## src/rtl/mem_arb_pkg.sv

```systemverilog
// ============================================================================
// Module   : mem_arb_pkg
// Brief    : Shared state encoding, requester IDs and counter width for the
//            RAM port-B arbiter.
// Revision : 1.0
// ============================================================================
`default_nettype none

package mem_arb_pkg;

    typedef enum logic [2:0] {
        IDLE    = 3'd0,
        CPU_ACC = 3'd1,
        PER_ACC = 3'd2,
        CPU_RD  = 3'd3,
        PER_RD  = 3'd4
    } state_t;

    localparam logic REQ_CPU = 1'b0;
    localparam logic REQ_PER = 1'b1;

    localparam int PERF_W = 16;

endpackage

`default_nettype wire

```

## src/rtl/rr_arb2.sv

```systemverilog
// ============================================================================
// Module   : rr_arb2
// Brief    : Two-way round-robin pick; on a tie the requester that did not
//            win last time is chosen.
// Revision : 1.0
// ============================================================================
`default_nettype none

module rr_arb2
    import mem_arb_pkg::*;
(
    input  logic [1:0] req,
    input  logic       last_winner,
    output logic       winner,
    output logic       valid
);

    always_comb begin
        valid  = |req;
        winner = REQ_CPU;
        if (req == 2'b11) begin
            winner = ~last_winner;
        end else if (req[REQ_PER]) begin
            winner = REQ_PER;
        end
    end

endmodule

`default_nettype wire

```

## src/rtl/mem_port_arbiter.sv

```systemverilog
// ============================================================================
// Module   : mem_port_arbiter
// Brief    : Round-robin sharing of RAM port B between CPU and peripheral
//            masters. ARB_PERF_CNT_EN adds grant/conflict counters.
// Revision : 1.0
// ============================================================================
`default_nettype none

module mem_port_arbiter
    import mem_arb_pkg::*;
#(
    parameter int WIDTH  = 16,
    parameter int ADDR_W = 16
) (
    input  logic              clk,
    input  logic              reset,
    input  logic              cpu_req,
    input  logic              cpu_we,
    input  logic [ADDR_W-1:0] cpu_addr,
    input  logic [WIDTH-1:0]  cpu_wdata,
    output logic              cpu_gnt,
    output logic              cpu_rvalid,
    output logic [WIDTH-1:0]  cpu_rdata,
    input  logic              per_req,
    input  logic              per_we,
    input  logic [ADDR_W-1:0] per_addr,
    input  logic [WIDTH-1:0]  per_wdata,
    output logic              per_gnt,
    output logic              per_rvalid,
    output logic [WIDTH-1:0]  per_rdata,
    output logic              mem_en,
    output logic              mem_wren,
    output logic [ADDR_W-1:0] mem_addr,
    output logic [WIDTH-1:0]  mem_wdata,
    input  logic [WIDTH-1:0]  mem_rdata
`ifdef ARB_PERF_CNT_EN
    ,
    input  logic              perf_clr,
    output logic [PERF_W-1:0] perf_cpu_grants,
    output logic [PERF_W-1:0] perf_per_grants,
    output logic [PERF_W-1:0] perf_conflicts
`endif
);

    state_t           state;
    state_t           state_nxt;
    logic             last_winner;
    logic             acc_we;
    logic [1:0]       arb_req;
    logic             arb_point;
    logic             win;
    logic             win_valid;
    logic             enter_acc;
    logic [WIDTH-1:0] cpu_rdata_q;
    logic [WIDTH-1:0] per_rdata_q;

    // The request being consumed in its own ACC cycle must not re-win.
    assign arb_req = {per_req & (state != PER_ACC), cpu_req & (state != CPU_ACC)};

    rr_arb2 u_rr_arb2 (
        .req         (arb_req),
        .last_winner (last_winner),
        .winner      (win),
        .valid       (win_valid)
    );

    always_ff @(posedge clk or posedge reset) begin
        if (reset) begin
            state <= IDLE;
        end else begin
            state <= state_nxt;
        end
    end

    always_comb begin
        state_nxt = state;
        arb_point = 1'b0;
        case (state)
            CPU_ACC: if (acc_we) arb_point = 1'b1; else state_nxt = CPU_RD;
            PER_ACC: if (acc_we) arb_point = 1'b1; else state_nxt = PER_RD;
            default: arb_point = 1'b1;
        endcase
        if (arb_point) begin
            if (win_valid) begin
                state_nxt = (win == REQ_PER) ? PER_ACC : CPU_ACC;
            end else begin
                state_nxt = IDLE;
            end
        end
    end

    assign enter_acc = arb_point & win_valid;

    // Address/data are captured on entry to ACC so the port holds them when idle.
    always_ff @(posedge clk or posedge reset) begin
        if (reset) begin
            last_winner <= REQ_PER;
            acc_we      <= 1'b0;
            mem_addr    <= '0;
            mem_wdata   <= '0;
            cpu_rdata_q <= '0;
            per_rdata_q <= '0;
        end else begin
            if (enter_acc) begin
                last_winner <= win;
                if (win == REQ_PER) begin
                    acc_we    <= per_we;
                    mem_addr  <= per_addr;
                    mem_wdata <= per_wdata;
                end else begin
                    acc_we    <= cpu_we;
                    mem_addr  <= cpu_addr;
                    mem_wdata <= cpu_wdata;
                end
            end
            if (state == CPU_RD) cpu_rdata_q <= mem_rdata;
            if (state == PER_RD) per_rdata_q <= mem_rdata;
        end
    end

    assign cpu_gnt    = (state == CPU_ACC);
    assign per_gnt    = (state == PER_ACC);
    assign mem_en     = cpu_gnt | per_gnt;
    assign mem_wren   = mem_en & acc_we;
    assign cpu_rvalid = (state == CPU_RD);
    assign per_rvalid = (state == PER_RD);
    assign cpu_rdata  = cpu_rvalid ? mem_rdata : cpu_rdata_q;
    assign per_rdata  = per_rvalid ? mem_rdata : per_rdata_q;

`ifdef ARB_PERF_CNT_EN
    localparam logic [PERF_W-1:0] CNT_MAX = {PERF_W{1'b1}};

    always_ff @(posedge clk or posedge reset) begin
        if (reset) begin
            perf_cpu_grants <= '0;
            perf_per_grants <= '0;
            perf_conflicts  <= '0;
        end else if (perf_clr) begin
            perf_cpu_grants <= '0;
            perf_per_grants <= '0;
            perf_conflicts  <= '0;
        end else begin
            if (cpu_gnt && perf_cpu_grants != CNT_MAX) perf_cpu_grants <= perf_cpu_grants + 1'b1;
            if (per_gnt && perf_per_grants != CNT_MAX) perf_per_grants <= perf_per_grants + 1'b1;
            if (arb_point && arb_req == 2'b11 && perf_conflicts != CNT_MAX) begin
                perf_conflicts <= perf_conflicts + 1'b1;
            end
        end
    end
`endif

endmodule

`default_nettype wire

```

## config.mk

```make
export PLATFORM = sky130hd
export DESIGN_NAME = mem_port_arbiter
export DESIGN_NICKNAME = d
export VERILOG_FILES = /design/src/rtl/mem_arb_pkg.sv /design/src/rtl/rr_arb2.sv /design/src/rtl/mem_port_arbiter.sv
export SDC_FILE = /design/constraint.sdc
export NUM_CORES = 1
export LEC_CHECK = 0
export BUFFER_PORTS_ARGS = -buffer_cell sky130_fd_sc_hd__buf_2
export CAP_MARGIN = 20
export CORE_MARGIN = 2
export CORE_UTILIZATION = 45
export CTS_CLUSTER_SIZE = 14
export DETAILED_ROUTE_END_ITERATION = 16
export HOLD_SLACK_MARGIN = 0.1
export PLACE_DENSITY = 0.8
export REMOVE_ABC_BUFFERS = 1
export SYNTH_ARGS = -nofsm -noshare
export SYNTH_HDL_FRONTEND = slang
export SYNTH_SLANG_ARGS = --single-unit
```

## constraint.sdc

```tcl
create_clock -name clk -period 2.28 [get_ports clk]
set_input_delay 0.342 -clock clk [delete_from_list [all_inputs] [get_ports clk]]
set_output_delay 0.342 -clock clk [all_outputs]
set_load 0.1 [all_outputs]
```

==> impl_metrics.csv <==
group,metric,value,unit
global_route,antenna_found_initial,0,
detailed_routing,dr.first_iter.drc_count,97,
die,dieArea,0.00733,sq mm
placed_design,io_buffers,155,
die,fp-row-count,29,
cts,h-tree-depth,3,
min_path,min_path_type,"in2reg",
min_path,min_delay_path_depth,3,
worst_setup_path,r2r_setup_slack,0.30,ns
yosys,yosys_warnings,0,
worst_setup_path,r2r-end,"mem_addr[1]",
worst_setup_path,rr_worst_depth,6,
yosys,synth_top_area_share,56.8,%
die,start_util,46.9,%
sta,min_period_over_period,99.2,%
sta,skew,0.00899,ns
detailed_routing,firstDrtPassIters,4,
cts,numCtsBuffers,9,
yosys,synth.yosys.seq_area_share,57.7,%
cts,path_clk_slew,0.08,ns
yosys,netlist_area,0.00300,sq mm
sta,finalMaxSlewViolations,0,
detailed_routing,via_count,2664,
yosys,yosys-top-cells-area,"dfrtp_1 (57%), mux2i_1 (11%), nand2_1 (6.1%)",
die,core_region_area,0.00639,sq mm
global_route,grt_pass1_wl,11.9,mm
global_route,grt_pass1_vias,2536,
worst_setup_path,endpoint_kind,"output port",
worst_setup_path,path_cells,"clkinvlp_4, nor3_4, buf_6, clkbuf_16, mux2_2, buf_12",
worst_setup_path,cpPeakStageDelay,0.43,ns
min_path,holdPathEnd,"cpu_rdata_q[8]",
cts,clk_latency,0.33,ns
yosys,syn_inst,274,
finish,mostFrequentLayoutCells,"buf_2 (122), dfrtp_1 (67), nand2_1 (49)",
sta,rsz0062_at_grt,"yes",
detailed_routing,drcViolationCount,0,
yosys,yosys.cell_types.count,26,
die,die_x,85.6,um
worst_setup_path,crit_fanout,8,
yosys,synthFlopType,"dfrtp_1",
finish,final_common_cell,"buf_2",
detailed_routing,via_per_inst,5.03,
yosys,synth-seq-cells,69,
sta,hold_viol,0,
yosys,syn-mean-instance-area,10.9,sq um
die,die_y,85.6,um
global_route,grt_max_degree,36,
sta,worstMarginPinSlew,0.732,ns
cts,cts_root_buffer,"clkbuf_8",
die,io_pins,156,
worst_setup_path,cp-start-kind,"register",
min_path,hp-start,"mem_rdata[8]",
finish,area_delta_synth_final,51.9,%
worst_setup_path,required,1.94,ns
detailed_routing,wl,8.03,mm
finish,antenna_cells,0,
finish,layout-drive-gt1-share,48.3,%
cts,clock-sinks,69,
sta,period_needed,2.26,ns
yosys,synth_edf_count,0,
placed_design,gp_congestion,0.790,
status,status,"finished, final reports clean",
cts,clk_path_buf_depth,2,
detailed_routing,wl_per_cell,15.1,um
worst_setup_path,reg2reg_from,"state[0]",
detailed_routing,ant_nets,0,
finish,nNetsFinal,534,
finish,final_util,71.3,%
run,cap_violations,0,
placed_design,dp_hpwl,5.65,mm
yosys,synth_top_area_cell,"dfrtp_1",
worst_setup_path,path_class,"reg2out",
worst_setup_path,crit_path_top_delay_cell,"dfrtp_2",
worst_setup_path,critical_path_arrival,1.92,ns
yosys,postSynth.asyncResetShare,100,%
sta,fmax,0.442,GHz
global_route,grt_overflow,0,
sta,setup_violations,0,
cts,tritoncts,"yes",
global_route,grt_use_total,20.8,%
sta,slew-limit-headroom,51.2,%
## logic make-up after synthesis
logic type	share of synthesized area (%)
mux	17.5
flops	57.7
simple gates	12.5
compound gates	7.93
buf+inv	4.38
## sequential cells by signal, indices dropped and copies added (netlist names)
| name | cells |
|---|---|
| acc_we | 1 |
| cpu_rdata_q | 16 |
| last_winner | 1 |
| mem_addr | 16 |
| mem_wdata | 16 |
| per_rdata_q | 16 |
| state | 3 |
## Yosys cell counts (2+ instances only)
library cell	number
a21oi_1	35
and2_1	2
buf_4	4
buf_6	6
clkbuf_1	4
dfrtp_1	68
inv_1	4
mux2_2	16
mux2i_1	33
nand2_1	49
nand2b_1	3
nor2_1	34
o22ai_1	3
## worst max path at each step
stage / from / to / slack [ns] / cells past startpoint
after detailed placement: state[0] / mem_addr[1] / 0.03 / 6
after floorplan: state[0] / last_winner / -1.34 / 4
after global placement: state[0] / mem_addr[6] / 0.21 / 6
final: state[2] / per_rdata[7] / 0.02 / 6
after global routing: state[2] / per_rdata[1] / -0.05 / 6
after CTS: state[0] / mem_addr[1] / 0.003 / 6
## area by class of cell
type                            instances  area [sq um]
Fill cell                             448          1840
Sequential cell                        69          1730
Timing Repair Buffer                  176          1310
Multi-Input combinational cell        187          1160
Clock buffer                           10           138
Tap cell                               77          96.3
Clock inverter                          6          86.3
Inverter                                5          25.0
## worst max-delay path, delay by kind of cell (launching register included)
family                 cells  cell delay, ns
AND/OR/NAND/NOR            1            0.16
multiplexers               1            0.37
flip-flops                 1            0.43
buffers and inverters      4            0.62
## metrics by stage
| stage | setup TNS (ns) | area [sq um] | cells | worst slack (ns) | hold slack, ns |
|---|---|---|---|---|---|
| floorplan | -103.82 | 2880 | 260 | -1.34 | 0.498 |
| global placement | 0 | 4110 | 499 | 0.211 | 0.413 |
| detailed placement | 0 | 4110 | 499 | 0.0293 | 0.417 |
| CTS | 0 | 4390 | 516 | 0.00282 | 0.233 |
| global route | -0.509 | 4550 | 530 | -0.0483 | 0.235 |
| finish | 0 | 4550 | 530 | 0.0187 | 0.245 |
## what timing repair did
| item | CTS | global route |
|---|---|---|
| resized for setup | 18 | 5 |
| hold buffers | 1 | 0 |
| endpoints found under the hold margin | 21 | 0 |
| pin swaps | 0 | 2 |
| setup endpoints to repair | 33 | 44 |
| gates cloned | 0 | 3 |
| setup buffers | 0 | 11 |
## layer usage
layer,part of all wire [%],track usage (%),vias to the layer above,wire [um]
li1,-,-,1272,-
met1,41,26.1,1242,3290
met2,51,35.5,129,4080
met3,6.1,3.56,21,490
met4,2.2,8.66,0,174
met5,0,0,-,0
Power is not shown: default switching activity piles up to over one toggle a cycle in this logic, so the estimate is an artifact.
